<file path="src/rtl/peripheral_operand_pkg.sv">
// Shared definitions for the operand-entry peripheral.
//   coll_state_t : collector FSM states (COLLECT while chunks are keyed in,
//                  FULL while a complete set waits for the downstream).
//   chunks()     : number of DATA_W chunks that make up one WORD_W operand.
//   idx_w()      : width of a counter indexing n items, never less than 1.
package peripheral_operand_pkg;

    typedef enum logic [0:0] {
        COLLECT = 1'b0,
        FULL    = 1'b1
    } coll_state_t;

    function automatic int chunks(input int word_w, input int data_w);
        return word_w / data_w;
    endfunction

    function automatic int idx_w(input int n);
        return (n <= 1) ? 1 : $clog2(n);
    endfunction

endpackage

</file>
<file path="src/rtl/operand_pulse_sync.sv">
// Push-button front end: brings the raw button level into the clk domain
// through two flops and turns each synchronised rising edge into a single
// one-cycle strobe.
//   clk    : system clock
//   reset  : asynchronous, active-high; all flops clear to 0
//   level  : raw, asynchronous button level
//   strobe : one-cycle pulse, high in the cycle after the level reaches sync2
module operand_pulse_sync (
    input  logic clk,
    input  logic reset,
    input  logic level,
    output logic strobe
);

    logic sync1;
    logic sync2;
    logic prev;
    logic fill1;
    logic fill2;
    logic armed;

    always_ff @(posedge clk or posedge reset) begin
        if (reset) begin
            sync1 <= 1'b0;
            sync2 <= 1'b0;
            prev  <= 1'b0;
            fill1 <= 1'b0;
            fill2 <= 1'b0;
            armed <= 1'b0;
        end else begin
            sync1 <= level;
            sync2 <= sync1;
            prev  <= sync2;
            // fill1/fill2 mark when sync2 holds a real post-reset sample
            // rather than its reset value.
            fill1 <= 1'b1;
            fill2 <= fill1;
            // The detector only arms once a genuine low has been seen, so a
            // button already held down when reset is released does not fire
            // until it is released and pressed again.
            if (fill2 && !sync2) begin
                armed <= 1'b1;
            end
        end
    end

    assign strobe = sync2 & ~prev & armed;

endmodule

</file>
<file path="src/rtl/peripheral_operand_collector.sv">
// Operand-entry peripheral: assembles NUM_OPS operands of WORD_W bits from
// DATA_W-bit switch chunks, one chunk per button press, and offers the
// completed set to the downstream datapath with a valid/ready handshake.
//   clk        : system clock
//   reset      : asynchronous, active-high reset
//   inputdata  : switch value written on each accepted press
//   enterpulse : raw push-button level
//   clear      : synchronous abort; zeroes operands and indices
//   ops_ready  : downstream accepts the operand set
//   ops_valid  : a complete operand set is held on operands
//   operands   : operand i at [i*WORD_W +: WORD_W]
//   op_idx     : operand currently being filled
//   chunk_idx  : count of chunks already entered into the current operand
module peripheral_operand_collector
    import peripheral_operand_pkg::*;
#(
    parameter int DATA_W    = 8,
    parameter int WORD_W    = 32,
    parameter int NUM_OPS   = 2,
    parameter bit MSB_FIRST = 1'b0
) (
    input  logic                                          clk,
    input  logic                                          reset,
    input  logic [DATA_W-1:0]                             inputdata,
    input  logic                                          enterpulse,
    input  logic                                          clear,
    input  logic                                          ops_ready,
    output logic                                          ops_valid,
    output logic [NUM_OPS*WORD_W-1:0]                     operands,
    output logic [idx_w(NUM_OPS)-1:0]                     op_idx,
    output logic [idx_w(chunks(WORD_W, DATA_W))-1:0]      chunk_idx
);

    localparam int CHUNKS = chunks(WORD_W, DATA_W);
    localparam int OW     = idx_w(NUM_OPS);
    localparam int CW     = idx_w(CHUNKS);
    localparam int SLOTS  = NUM_OPS * CHUNKS;

    localparam logic [CW-1:0] LAST_CHUNK = CW'(CHUNKS - 1);
    localparam logic [OW-1:0] LAST_OP    = OW'(NUM_OPS - 1);

    if ((WORD_W % DATA_W) != 0) begin : g_bad_word_w
        $error("WORD_W (%0d) must be a multiple of DATA_W (%0d)", WORD_W, DATA_W);
    end

    if (NUM_OPS < 1) begin : g_bad_num_ops
        $error("NUM_OPS (%0d) must be at least 1", NUM_OPS);
    end

    logic              strobe;
    coll_state_t       state_q;
    coll_state_t       state_d;
    logic [OW-1:0]     op_q;
    logic [OW-1:0]     op_d;
    logic [CW-1:0]     chunk_q;
    logic [CW-1:0]     chunk_d;
    logic              wr_en;
    logic              clr;
    logic [CW-1:0]     slot_sel;
    logic [SLOTS-1:0]  slot_we;
    logic [DATA_W-1:0] slot_q [SLOTS];

    operand_pulse_sync u_sync (
        .clk    (clk),
        .reset  (reset),
        .level  (enterpulse),
        .strobe (strobe)
    );

    // FSM state and entry counters
    always_ff @(posedge clk or posedge reset) begin
        if (reset) begin
            state_q <= COLLECT;
            op_q    <= '0;
            chunk_q <= '0;
        end else begin
            state_q <= state_d;
            op_q    <= op_d;
            chunk_q <= chunk_d;
        end
    end

    always_comb begin
        state_d = state_q;
        op_d    = op_q;
        chunk_d = chunk_q;
        wr_en   = 1'b0;
        clr     = 1'b0;

        if (clear) begin
            // clear outranks both a strobe and a handshake in the same cycle
            clr     = 1'b1;
            state_d = COLLECT;
            op_d    = '0;
            chunk_d = '0;
        end else begin
            case (state_q)
                COLLECT: begin
                    if (strobe) begin
                        wr_en = 1'b1;
                        if (chunk_q == LAST_CHUNK) begin
                            chunk_d = '0;
                            if (op_q == LAST_OP) begin
                                op_d    = '0;
                                state_d = FULL;
                            end else begin
                                op_d = op_q + OW'(1);
                            end
                        end else begin
                            chunk_d = chunk_q + CW'(1);
                        end
                    end
                end
                FULL: begin
                    if (ops_ready) begin
                        state_d = COLLECT;
                    end
                end
                default: begin
                    state_d = COLLECT;
                end
            endcase
        end
    end

    // Physical slot for the chunk being entered; MSB-first fills from the top.
    assign slot_sel = MSB_FIRST ? (LAST_CHUNK - chunk_q) : chunk_q;

    for (genvar i = 0; i < NUM_OPS; i++) begin : g_op
        for (genvar k = 0; k < CHUNKS; k++) begin : g_slot
            assign slot_we[i*CHUNKS + k] = wr_en && (op_q == OW'(i)) && (slot_sel == CW'(k));
            assign operands[i*WORD_W + k*DATA_W +: DATA_W] = slot_q[i*CHUNKS + k];
        end
    end

    // Operand storage; contents persist across a handshake until overwritten
    always_ff @(posedge clk or posedge reset) begin
        if (reset) begin
            for (int j = 0; j < SLOTS; j++) begin
                slot_q[j] <= '0;
            end
        end else begin
            for (int j = 0; j < SLOTS; j++) begin
                if (clr) begin
                    slot_q[j] <= '0;
                end else if (slot_we[j]) begin
                    slot_q[j] <= inputdata;
                end
            end
        end
    end

    assign ops_valid = (state_q == FULL);
    assign op_idx    = op_q;
    assign chunk_idx = chunk_q;

endmodule

</file>
<file path="config.mk">
export PLATFORM = sky130hd
export DESIGN_NAME = peripheral_operand_collector
export DESIGN_NICKNAME = d
export VERILOG_FILES = /design/src/rtl/peripheral_operand_pkg.sv /design/src/rtl/operand_pulse_sync.sv /design/src/rtl/peripheral_operand_collector.sv
export SDC_FILE = /design/constraint.sdc
export NUM_CORES = 1
export LEC_CHECK = 0
export CAP_MARGIN = 20
export CORE_MARGIN = 8
export CORE_UTILIZATION = 49
export DETAILED_ROUTE_END_ITERATION = 10
export PLACE_DENSITY = 0.83
export SYNTH_ARGS = -nofsm -noshare
export SYNTH_HDL_FRONTEND = slang
export SYNTH_SLANG_ARGS = --single-unit
</file>
<file path="constraint.sdc">
create_clock -name clk -period 2.5 [get_ports clk]
set_input_delay 0.25 -clock clk [delete_from_list [all_inputs] [get_ports clk]]
set_output_delay 0.25 -clock clk [all_outputs]
set_load 0.005 [all_outputs]
</file>
; ---- After elaboration in Yosys (flattened, before gate mapping)
; Index checks and enable logic that the tools add are counted.
[op_classes]
addsub = 2
mul = 0
div = 0
n_lt_le_gt_ge = 0
eq_ne = 4
shift = 0
muxes = 35
n_bitwise = 5
n_reduce_logical = 25
[op_table]
columns = cell, n
row1 = two-way mux 8 bit, 16
row2 = nonzero test 2 bit, 10
row3 = two-way mux 1 bit, 14
row4 = logical AND 1 bit, 11
row5 = two-way mux 2 bit, 4
row6 = == test 2 bit (second input constant), 2
row7 = inverter 1 bit, 3
row8 = AND reduction 3 bit, 1
row9 = adder 2 x 1 -> 2 bit (second input constant), 1
row10 = bitwise AND 1 bit, 2
row11 = == test 2 x 1 -> 1 bit (second input constant), 1
row12 = zero test 2 bit, 1
row13 = inequality test 2 bit (second input constant), 1
row14 = one-hot mux 1 bit (2 select lines), 1
row15 = AND reduction 2 bit, 1
row16 = adder 1 bit (second input constant), 1
row17 = zero test 1 bit, 1
[totals]
register_bits = 74
latch_bits = 0
ram_bits = 0
romBits = 0
out_inout_bits = 68
word_cells = 88
memories = 0

; ---- Depth between registers and ports, before layout
; Gate-level depths: netlist (run 1).
[logic_depth]
depth_word = 10
ltp_mapped = 5

; ---- Modules after synthesis
; Synthesis (run 1) repeated with hierarchy kept, for this count alone.
[unflattened]
hier_cells = 306
hier_area_um2 = 3121.7
[by_module_without_submodules]
columns = module, instances, cells_per_inst, area_each_um2, seq_area_each_um2
row1 = peripheral_operand_collector, 1, 294, 2945.3, 1701.6
row2 = operand_pulse_sync, 1, 12, 176.4, 150.1

; ---- Worst setup path before layout (run 1)
; OpenSTA, ideal clock, no wires.
[synth_timing]
kind = register -> register
startpoint = reg state_q (netlist: ops_valid)
endpoint = reg slot_q (netlist bit operands[33])
setup_time_ns = 0.133
arrival_ns = 1.176
required_time_ns = 2.367
path_slack_ns = 1.191
stages_incl_launch_ff = 5
path_buffers = 1
cell_sequence = dfrtp_1 -> and4bb_2 -> buf_6 -> nand3_2 -> mux2i_1
[synth_via]
elab_chain_len = 5
[synth_rtl]
columns = element, line_no
row1 = from (decl), peripheral_operand_collector.sv:51  ; coll_state_t state_q;
row2 = from (signal assigned), peripheral_operand_collector.sv:77  ; state_q <= state_d;
row3 = two-way mux 1 bit, peripheral_operand_collector.sv:97  ; case (state_q)
row4 = two-way mux 1 bit, peripheral_operand_collector.sv:90  ; if (clear) begin
row5 = logical AND 1 bit (2 in a row), peripheral_operand_collector.sv:131  ; assign slot_we[i*CHUNKS + k] = wr_en && (op_q == OW'(i)) && (slot_sel == CW'(k));
row6 = nonzero test 2 bit (no line), -
row7 = "to (signal, indexed assignment)", peripheral_operand_collector.sv:147  ; slot_q[j] <= inputdata;
row8 = to (decl), peripheral_operand_collector.sv:61  ; logic [DATA_W-1:0] slot_q [SLOTS];
; Every way passes these cells.
; A chain may end at the register's enable or synchronous reset.

; ---- Worst setup path in the final report (run 1)
[layout_timing]
startpoint = reg op_q (netlist: op_idx)
endpoint = out op_idx
[layout_lines]
columns = element, line_no
row1 = from (decl), peripheral_operand_collector.sv:53  ; logic [OW-1:0] op_q;
row2 = from (signal assigned), peripheral_operand_collector.sv:78  ; op_q <= op_d;
row3 = to (decl), peripheral_operand_collector.sv:30  ; output logic [idx_w(NUM_OPS)-1:0] op_idx,
; No word-level cell between the ends.

==> results of run 1 <==
==> flip-flops by register name (all words and copies together) (netlist names) <==
| register | cells |
|---|---|
| u_sync.sync2 | 1 |
| u_sync.armed | 1 |
| op_idx | 1 |
| chunk_idx | 2 |
| u_sync.prev | 1 |
| u_sync.fill1 | 1 |
| operands | 64 |
| u_sync.sync1 | 1 |
| u_sync.fill2 | 1 |
| ops_valid | 1 |
==> cell families after synthesis <==
kind of cell,Yosys count,synth area share
flops,74,0.562
compound gates,22,0.0342
simple gates,88,0.174
mux,56,0.170
fa+ha+maj,4,0.0152
other cells,1,0.00114
buf+inv,29,0.0433
==> layout by cell type, fill, tap and decap left out, types with 2 or more instances in the layout <==
| cell | count |
|---|---|
| nand3_2 | 3 |
| nand3b_1 | 3 |
| clkdlybuf4s50_1 | 79 |
| buf_4 | 2 |
| a21oi_1 | 4 |
| dfrtp_1 | 74 |
| o21ai_0 | 16 |
| mux2i_1 | 56 |
| nand3_1 | 2 |
| ha_1 | 4 |
| nor2b_1 | 8 |
| bufinv_16 | 4 |
| nand2b_1 | 65 |
| inv_1 | 4 |
| clkbuf_8 | 12 |
| nand2_1 | 3 |
==> layer usage <==
metal  GRT usage  wire length [µm]
met2       0.266              3720
met1       0.222              3630
met4      0.0755               159
met5           0                 0
met3      0.0455               400
==> how the worst max path moves through the flow <==
stage / cells after the start / end / slack (ps) / start
floorplan: 1 / chunk_idx[0] / 370 / reset
global placement: 3 / operands[62] / 870 / ops_valid
detailed placement: 3 / operands[10] / 820 / ops_valid
CTS: 1 / op_idx / 780 / op_idx
global route: 3 / operands[56] / 680 / ops_valid
finish: 1 / op_idx / 790 / op_idx
==> area by class of cell <==
| cell class | instances | share of cell area |
|---|---|---|
| Clock buffer | 12 | 0.0376 |
| Clock inverter | 4 | 0.0274 |
| Inverter | 5 | 0.00428 |
| Multi-Input combinational cell | 171 | 0.297 |
| Sequential cell | 74 | 0.422 |
| Tap cell | 80 | 0.0228 |
| Timing Repair Buffer | 83 | 0.189 |
==> synth_stat cells <==
cell type / number
nand3_2: 3
nor2b_1: 8
nand4bb_1: 1
ha_1: 4
nand3_1: 2
nand2b_4: 1
a21oi_1: 4
clkbuf_1: 18
nand2_1: 3
nand2b_1: 65
buf_6: 3
and4bb_2: 1
o21ai_0: 16
a21o_1: 1
or2_1: 1
nand3b_1: 3
buf_4: 3
mux2i_1: 56
inv_1: 5
conb_1: 1
dfrtp_1: 74
o21ai_1: 1
==> worst register-to-register path: cells and delay by family (launching register included) <==
kind,cells,cell delay (ps)
flip-flops,1,400
AND/OR/NAND/NOR,2,890
multiplexers,1,330
==> power breakdown <==
| part | switching (W) | internal [W] |
|---|---|---|
| Sequential | 0.0000107 | 0.00121 |
| Clock | 0.000432 | 0.000846 |
| Combinational | 0.0000906 | 0.0000732 |
| Total | 0.000534 | 0.00213 |
==> metrics by stage <==
| step | hold WS (ps) | power, W |
|---|---|---|
| floorplan | 281 | 0.00134 |
| global placement | 333 | 0.00141 |
| detailed placement | 335 | 0.00141 |
| CTS | 319 | 0.00268 |
| global route | 338 | 0.00275 |
| finish | 302 | 0.00266 |
==> metrics.csv, run 1 <==
metric,value,unit
pin count of the biggest net entering global routing,75,
ANT nets after route,0,
number of gates resized after CTS,0,
Reg2Reg Launch Point,ops_valid,
number of storage elements in the synthesis netlist,74,
"Core Util, Final",0.660,
vias in the first global route,2399,
critical-path cell with the highest stage delay,clkdlybuf4s50_1,
total routed wirelength,7910,µm
"Avg Cell Area, Syn",12.0,µm²
routability congestion estimate,0.771,
n_diodes,0,
status,completed,
number of standard-cell rows in the floorplan,30,
min cycle time layout,1710,ps
post-DR wirelength/cell,18.4,µm
count of final hold-check violations,0,
post-CTS setup buffers,0,
Max Cap Viol,0,
area fraction of the dominant cell type after synthesis,0.562,
Boundary Pins,81,
count of placed standard cells including taps,413,
FF+latch area,1850,µm²
class of the most critical setup path,reg2out,
First DRT Iteration DRCs,89,
worst slew margin relative to its limit,0.572,
H-Tree Depth,3,
gr ovfl total,0,
main area contributors after synthesis,"dfrtp_1, mux2i_1, nand2b_1",
"delay-heaviest family, CP",buffers and inverters,
worst clock skew,4.02,ps
cell count after synthesis,274,
clock-pin slew on the worst setup and hold paths,70,ps
"final std cell area, no fill",4390,µm²
detailed-route via count,2232,
Crit path arrival time,1460,ps
Worst Setup Start Kind,flip-flop,
Total GRT Usage,0.172,
Leak,2.20,nW
unrepaired setup endpoints after global routing,false,
I/O Buffers,80,
maximum resistive drop on vdd,267,µV
initial core utilization,0.496,
Buf/Inv on CP,1,
count of synthesis-stage warnings from yosys,0,
DR vias/cell,5.20,
net count after synthesis,291,
number of hold buffers added after cts,0,
insertion delay of the later-clocked pin in the worst-skew pair,350,ps
worst path required time,2250,ps
sequential cell area fraction in the yosys report,0.562,
reg2reg path depth,3,
area inside the core boundary,6640,µm²
deepest clock path buffer count,2,
clock tree from TritonCTS,built,
Least-Margin Pin Slew,643,ps
Total Neg Setup Slack,0,ps
largest area contributor in the synthesized netlist,dfrtp_1,
peak fanout along the critical path,10,
Pwr Density,607,nW/µm²
Filler Cell Count,532,
"number of standard cells in the layout, taps in and fillers out",429,
die area,9610,µm²
capture point of the worst reg-to-reg path,operands[10],
wire length of the first global-routing pass,12900,µm
Max Slew Vio Count,0,
total half-perimeter wirelength after legalization and detailed placement,5230,µm
synthesized cell area,3300,µm²
buffer type at the clock tree root,clkbuf_8,
Inserted Clock Buffers,9,
synthesis-to-layout area growth,33.1,%
register-to-register setup slack,800,ps
placed instance area,4100,µm²
vertical extent of the die,98.0,µm
worst slack after detailed placement,821,ps
share of final-layout standard cells stronger than drive strength 1,0.0745,
1st-pass router iterations,4,
Sink Count,74,
final cycle utilization of the critical path,0.686,
Critical Path Sink Type,output port,
number of antenna violations at the first check in global routing,0,
number of different library cells in the post-synthesis netlist,22,
multi-input combinational cell area,1300,µm²
final setup vio count,0,
Critical Path Max Stage Delay,580,ps
DRC,0,
worst hold path class,in2async,
floorplan die width,98.0,µm
Fmax achieved,0.583,GHz
crit-path cells,clkdlybuf4s50_1,
worst path setup slack after routing,785,ps
total number of nets in the final design,361,
(Power assumes the default switching activity.)
==> run 2, diff against run 1 <==
--- a/config.mk
+++ b/config.mk
@@ -7,9 +7,9 @@
 export LEC_CHECK = 0
 export CAP_MARGIN = 20
 export CORE_MARGIN = 8
-export CORE_UTILIZATION = 49
+export CORE_UTILIZATION = 44
 export DETAILED_ROUTE_END_ITERATION = 10
-export PLACE_DENSITY = 0.83
+export PLACE_DENSITY = 0.79
 export SYNTH_ARGS = -nofsm -noshare
 export SYNTH_HDL_FRONTEND = slang
 export SYNTH_SLANG_ARGS = --single-unit
==> constraint.sdc (replaced) <==
create_clock -name clk -period 1.5 [get_ports clk]
set_input_delay 0.15 -clock clk [delete_from_list [all_inputs] [get_ports clk]]
set_output_delay 0.15 -clock clk [all_outputs]
set_load 0.005 [all_outputs]
==> run 2 against run 1 <==
Effect of this change:
- critical path depth grew 1
- largest cell class unchanged
- sequential power grew 67%
- core utilization shrank 5.0 points
- global-route usage is 0.82 points lower
- worst hold slack got worse by 180 ps
- critical path type unchanged
- clock skew increased by 6.4 ps
==> metrics.csv, run 2 (synthesized netlist as in run 1, its figures left out) <==
metric,value,unit,change
H-Tree Depth,3,,unchanged
area inside the core boundary,7250,µm²,+9.2%
Leak,2.23,nW,+1.4%
"commonest non-fill, non-tap cell in the layout",clkdlybuf4s50_1,,
critical-path cell with the highest stage delay,clkdlybuf4s50_1,,
Total GRT Usage,0.164,,-0.00820
Fmax achieved,0.690,GHz,
DR vias/cell,4.98,,-4.4%
clock group share of total power,0.393,,-0.087
Inserted Clock Buffers,9,,unchanged
n_diodes,0,,unchanged
total half-perimeter wirelength after legalization and detailed placement,5670,µm,+8.4%
total number of nets in the final design,370,,+2.5%
clock-pin slew on the worst setup and hold paths,80,ps,about the same
register-to-register setup slack,80,ps,-720 ps
count of placed standard cells including taps,439,,+6.3%
"number of standard cells in the layout, taps in and fillers out",457,,+6.5%
crit-path cells,buf_4 > clkdlybuf4s50_1,,
total routed wirelength,8190,µm,+3.5%
vertical extent of the die,103,µm,+4.6%
overall power of the completed layout,0.00384,W,+44%
Least-Margin Pin Slew,567,ps,-75.3 ps
worst slew margin relative to its limit,0.622,,+0.0502
buffer type at the clock tree root,clkbuf_8,,
part of the power in combinational logic,0.077,,+0.016
Crit path arrival time,1300,ps,-160 ps
final cycle utilization of the critical path,0.966,,
pin count of the biggest net entering global routing,35,,-53%
beginning of the critical path,ops_valid,,
gr ovfl total,0,,unchanged
worst clock skew,10.4,ps,+6.42 ps
deepest clock path buffer count,2,,unchanged
detailed-route via count,2274,,+1.9%
worst hold path class,in2async,,
routability congestion estimate,0.782,,+1.4%
share of final-layout standard cells stronger than drive strength 1,0.103,,+0.0289
Total Neg Setup Slack,0,ps,unchanged
Critical Path Max Stage Delay,490,ps,-90 ps
final setup vio count,0,,unchanged
die area,10500,µm²,+9.5%
register share of total power,0.530,,+0.071
Worst Setup Start Kind,flip-flop,,
internal power,0.00292,W,+37%
number of standard-cell rows in the floorplan,31,,+3.3%
synthesis-to-layout area growth,34.2,%,
reg2reg path depth,3,,unchanged
switching share of power,0.240,,+0.0399
Sink Count,74,,unchanged
peak fanout along the critical path,3,,-7
critical path capture point,ops_valid,,
DRC,0,,unchanged
wire length of the first global-routing pass,12900,µm,-0.16%
Boundary Pins,81,,unchanged
unrepaired setup endpoints after global routing,false,,
Pwr Density,868,nW/µm²,+43%
maximum resistive drop on vdd,458,µV,+72%
number of antenna violations at the first check in global routing,0,,unchanged
1st-pass router iterations,4,,unchanged
First DRT Iteration DRCs,99,,+11%
status,completed,,
clock tree from TritonCTS,built,,
initial core utilization,0.454,,-0.0417
floorplan die width,103,µm,+4.6%
capture point of the worst reg-to-reg path,operands[50],,
count of final hold-check violations,0,,unchanged
insertion delay of the later-clocked pin in the worst-skew pair,350,ps,about the same
Critical Path Sink Type,output port,,
Largest register FFs,64,,unchanged
vias in the first global route,2358,,-1.7%
Max Cap Viol,0,,unchanged
power dissipated by switching net loads,0.000922,W,+73%
post-DR wirelength/cell,17.9,µm,-2.8%
I/O Buffers,80,,unchanged
ANT nets after route,0,,unchanged
Max Slew Vio Count,0,,unchanged
class of the most critical setup path,reg2out,,
worst path required time,1350,ps,-900 ps
"commonest cells after routing, fill and taps aside","clkdlybuf4s50_1, dfrtp_1, nand2b_1",,
min cycle time layout,1450,ps,
Reg2Reg Launch Point,ops_valid,,
run 2: cell types whose count changed in the layout (fill, tap and decap cells not counted), sizes merged:
cell,delta
buf,+9
bufinv,-3
clkbuf,-3
clkdlybuf4s50,-2
clkinv,+5
clkinvlp,+2
dlymetal6s2s,+2
inv,-1
run 2: power groups by stage:
stage / Clock (W) / Combinational (W) / Sequential, W
2_1_floorplan: 0 / 0.000159 / 0.00207
3_3_place_gp: 0 / 0.000289 / 0.00207
3_5_place_dp: 0 / 0.000294 / 0.00208
4_1_cts: 0.00155 / 0.000298 / 0.00204
5_1_grt: 0.00162 / 0.000320 / 0.00204
6_report: 0.00151 / 0.000294 / 0.00204
run 2: per-stage QoR:
step | worst slack, ps | hold WS (ps) | instance area [µm²] | utilization
after floorplan | 191 | 181 | 3300 | -
after global placement | 93.3 | 333 | 4200 | 0.578
after detailed placement | 56.0 | 337 | 4200 | 0.578
after CTS | 5.65 | 108 | 4410 | 0.607
after global routing | 6.56 | 137 | 4420 | 0.610
final | 50.8 | 118 | 4420 | 0.610
run 2: metal layers:
layer,vias up,part of all wire,track usage
met5,-,0,0
met4,0,0.013,0.0587
met3,10,0.078,0.0486
met2,76,0.47,0.264
met1,1132,0.43,0.204
li1,1056,-,-
run 2: timing repair:
item / in CTS / in global routing
setup buffers: 2 / 0
endpoints found under the hold margin: 0 / 0
gates resized for setup: 1 / 5
hold buffers: 0 / 0
endpoints found under the setup margin: 2 / 16
run 2: cell type report:
type                            count  area (µm²)
Timing Repair Buffer               92         916
Clock inverter                      7        70.1
Fill cell                         624        2830
Clock buffer                        9         124
Multi-Input combinational cell    171        1320
Tap cell                           99         124
Sequential cell                    74        1850
Inverter                            5        22.5
run 2: critical path, delay by kind of cell, from the launching register on:
kind,cells,cell delay [ps]
DFF,1,350
buffers and inverters,2,610
run 2: how the worst min path moves through the flow:
stage,cells past startpoint,start,slack [ps],endpoint
4_1_cts,2,reset,110,operands[33]
3_5_place_dp,0,u_sync.fill1,340,u_sync.fill2
5_1_grt,2,reset,140,operands[33]
6_report,2,reset,120,operands[33]
2_1_floorplan,0,enterpulse,180,u_sync.sync1
3_3_place_gp,0,u_sync.fill1,330,u_sync.fill2
==> run 3, diff against run 2 <==
--- a/config.mk
+++ b/config.mk
@@ -10,6 +10,7 @@
 export CORE_UTILIZATION = 44
 export DETAILED_ROUTE_END_ITERATION = 10
 export PLACE_DENSITY = 0.79
+export SKIP_CTS_REPAIR_TIMING = 1
 export SYNTH_ARGS = -nofsm -noshare
 export SYNTH_HDL_FRONTEND = slang
 export SYNTH_SLANG_ARGS = --single-unit
==> run 3 against run 2 <==
Effect of this change:
- via count is 0.48% lower
- final area hardly changed
- highest routed layer unchanged
- core utilization hardly changed
- sequential share of layout area hardly changed
==> metrics.csv, run 3 (synthesized netlist as in run 1, its figures left out) <==
metric,value,unit,change
status,completed,,
count of final hold-check violations,0,,unchanged
final cycle utilization of the critical path,0.966,,about the same
gr ovfl total,0,,unchanged
ANT nets after route,0,,unchanged
First DRT Iteration DRCs,103,,+4.0%
post-DR wirelength/cell,17.8,µm,-0.68%
maximum resistive drop on vdd,453,µV,-1.2%
overall power of the completed layout,0.00384,W,about the same
reg2reg path depth,3,,unchanged
part of the power in combinational logic,0.076,,about the same
synthesis-to-layout area growth,34.2,%,about the same
1st-pass router iterations,4,,unchanged
Least-Margin Pin Slew,564,ps,-3.83 ps
Boundary Pins,81,,unchanged
Sink Count,74,,unchanged
min cycle time layout,1450,ps,-0.240 ps
pin count of the biggest net entering global routing,35,,unchanged
vertical extent of the die,103,µm,unchanged
worst slew margin relative to its limit,0.624,,+0.00256
peak fanout along the critical path,3,,unchanged
area inside the core boundary,7250,µm²,unchanged
I/O Buffers,80,,unchanged
number of antenna violations at the first check in global routing,0,,unchanged
Inserted Clock Buffers,9,,unchanged
Total GRT Usage,0.163,,-0.000720
placed instance area,4200,µm²,unchanged
power dissipated by switching net loads,0.000922,W,about the same
Fmax achieved,0.690,GHz,about the same
total number of nets in the final design,370,,unchanged
total half-perimeter wirelength after legalization and detailed placement,5670,µm,unchanged
routability congestion estimate,0.782,,unchanged
DRC,0,,unchanged
unrepaired setup endpoints after global routing,false,,
clock group share of total power,0.394,,about the same
n_diodes,0,,unchanged
capture point of the worst reg-to-reg path,operands[50],,
class of the most critical setup path,reg2out,,
Crit path arrival time,1300,ps,about the same
Worst Setup Start Kind,flip-flop,,
Largest register FFs,64,,unchanged
worst clock skew,10.9,ps,+0.485 ps
register share of total power,0.530,,about the same
insertion delay of the later-clocked pin in the worst-skew pair,350,ps,about the same
switching share of power,0.240,,about the same
clock tree from TritonCTS,built,,
DR vias/cell,4.95,,-0.48%
total routed wirelength,8130,µm,-0.68%
worst hold path class,in2async,,
share of final-layout standard cells stronger than drive strength 1,0.106,,+0.00279
Max Slew Vio Count,0,,unchanged
Max Cap Viol,0,,unchanged
"commonest non-fill, non-tap cell in the layout",clkdlybuf4s50_1,,
buffer type at the clock tree root,clkbuf_8,,
"final std cell area, no fill",4420,µm²,about the same
vias in the first global route,2352,,-0.25%
final setup vio count,0,,unchanged
Pwr Density,868,nW/µm²,about the same
Reg2Reg Launch Point,ops_valid,,
initial core utilization,0.454,,unchanged
H-Tree Depth,3,,unchanged
register-to-register setup slack,90,ps,about the same
floorplan die width,103,µm,unchanged
number of standard-cell rows in the floorplan,31,,unchanged
deepest clock path buffer count,2,,unchanged
wire length of the first global-routing pass,12800,µm,-0.43%
worst path required time,1350,ps,about the same
internal power,0.00292,W,about the same
die area,10500,µm²,unchanged
Critical Path Sink Type,output port,,
clock-pin slew on the worst setup and hold paths,80,ps,about the same
Leak,2.21,nW,-0.78%
detailed-route via count,2263,,-0.48%
"commonest cells after routing, fill and taps aside","clkdlybuf4s50_1, dfrtp_1, nand2b_1",,
[run 3: changes by cell type in the layout (fill, tap and decap cells not counted), sizes merged]
cell	before	now
dlymetal6s2s	2	1
clkdlybuf4s50	77	78
[run 3: how the worst max path moves through the flow]
stage                         start            to  cells past startpoint
after floorplan           ops_valid  operands[33]                      4
after CTS                    op_idx        op_idx                      1
after detailed placement  ops_valid  operands[34]                      3
after global routing      ops_valid     ops_valid                      2
final                     ops_valid     ops_valid                      2
after global placement    ops_valid  operands[41]                      3
[run 3: per-layer routing]
metal / share of wire / global-route usage
met3: 0.079 / 0.0486
met5: 0 / 0
met2: 0.48 / 0.262
met1: 0.43 / 0.203
met4: 0.015 / 0.0587
[run 3: stage by stage]
step,utilization,hold slack (ps),instances,setup slack [ps],TNS (ps)
5_1_grt,0.610,137,457,6.56,0
4_1_cts,0.605,108,455,-175,-180
3_5_place_dp,0.578,337,439,56.0,0
6_report,0.610,115,457,51.1,0
3_3_place_gp,0.578,333,439,93.3,0
2_1_floorplan,-,181,274,191,0
[run 3: power groups by stage]
stage	clock (W)	sequential [W]	combinational, W
finish	0.00151	0.00204	0.000290
global route	0.00162	0.00204	0.000317
CTS	0.00155	0.00204	0.000295
detailed placement	0	0.00208	0.000294
global placement	0	0.00207	0.000289
floorplan	0	0.00207	0.000159
[run 3: final cells by class]
cell class / instances / area (µm²)
Clock buffer: 9 / 124
Clock inverter: 7 / 70.1
Sequential cell: 74 / 1850
Inverter: 5 / 22.5
Timing Repair Buffer: 92 / 913
Multi-Input combinational cell: 171 / 1320
Fill cell: 621 / 2830
Tap cell: 99 / 124
[run 3: worst max-delay path, cell delays in order (launching register included)]
cell	delay, ps
dfrtp_1	350
buf_4	120
clkdlybuf4s50_1	490
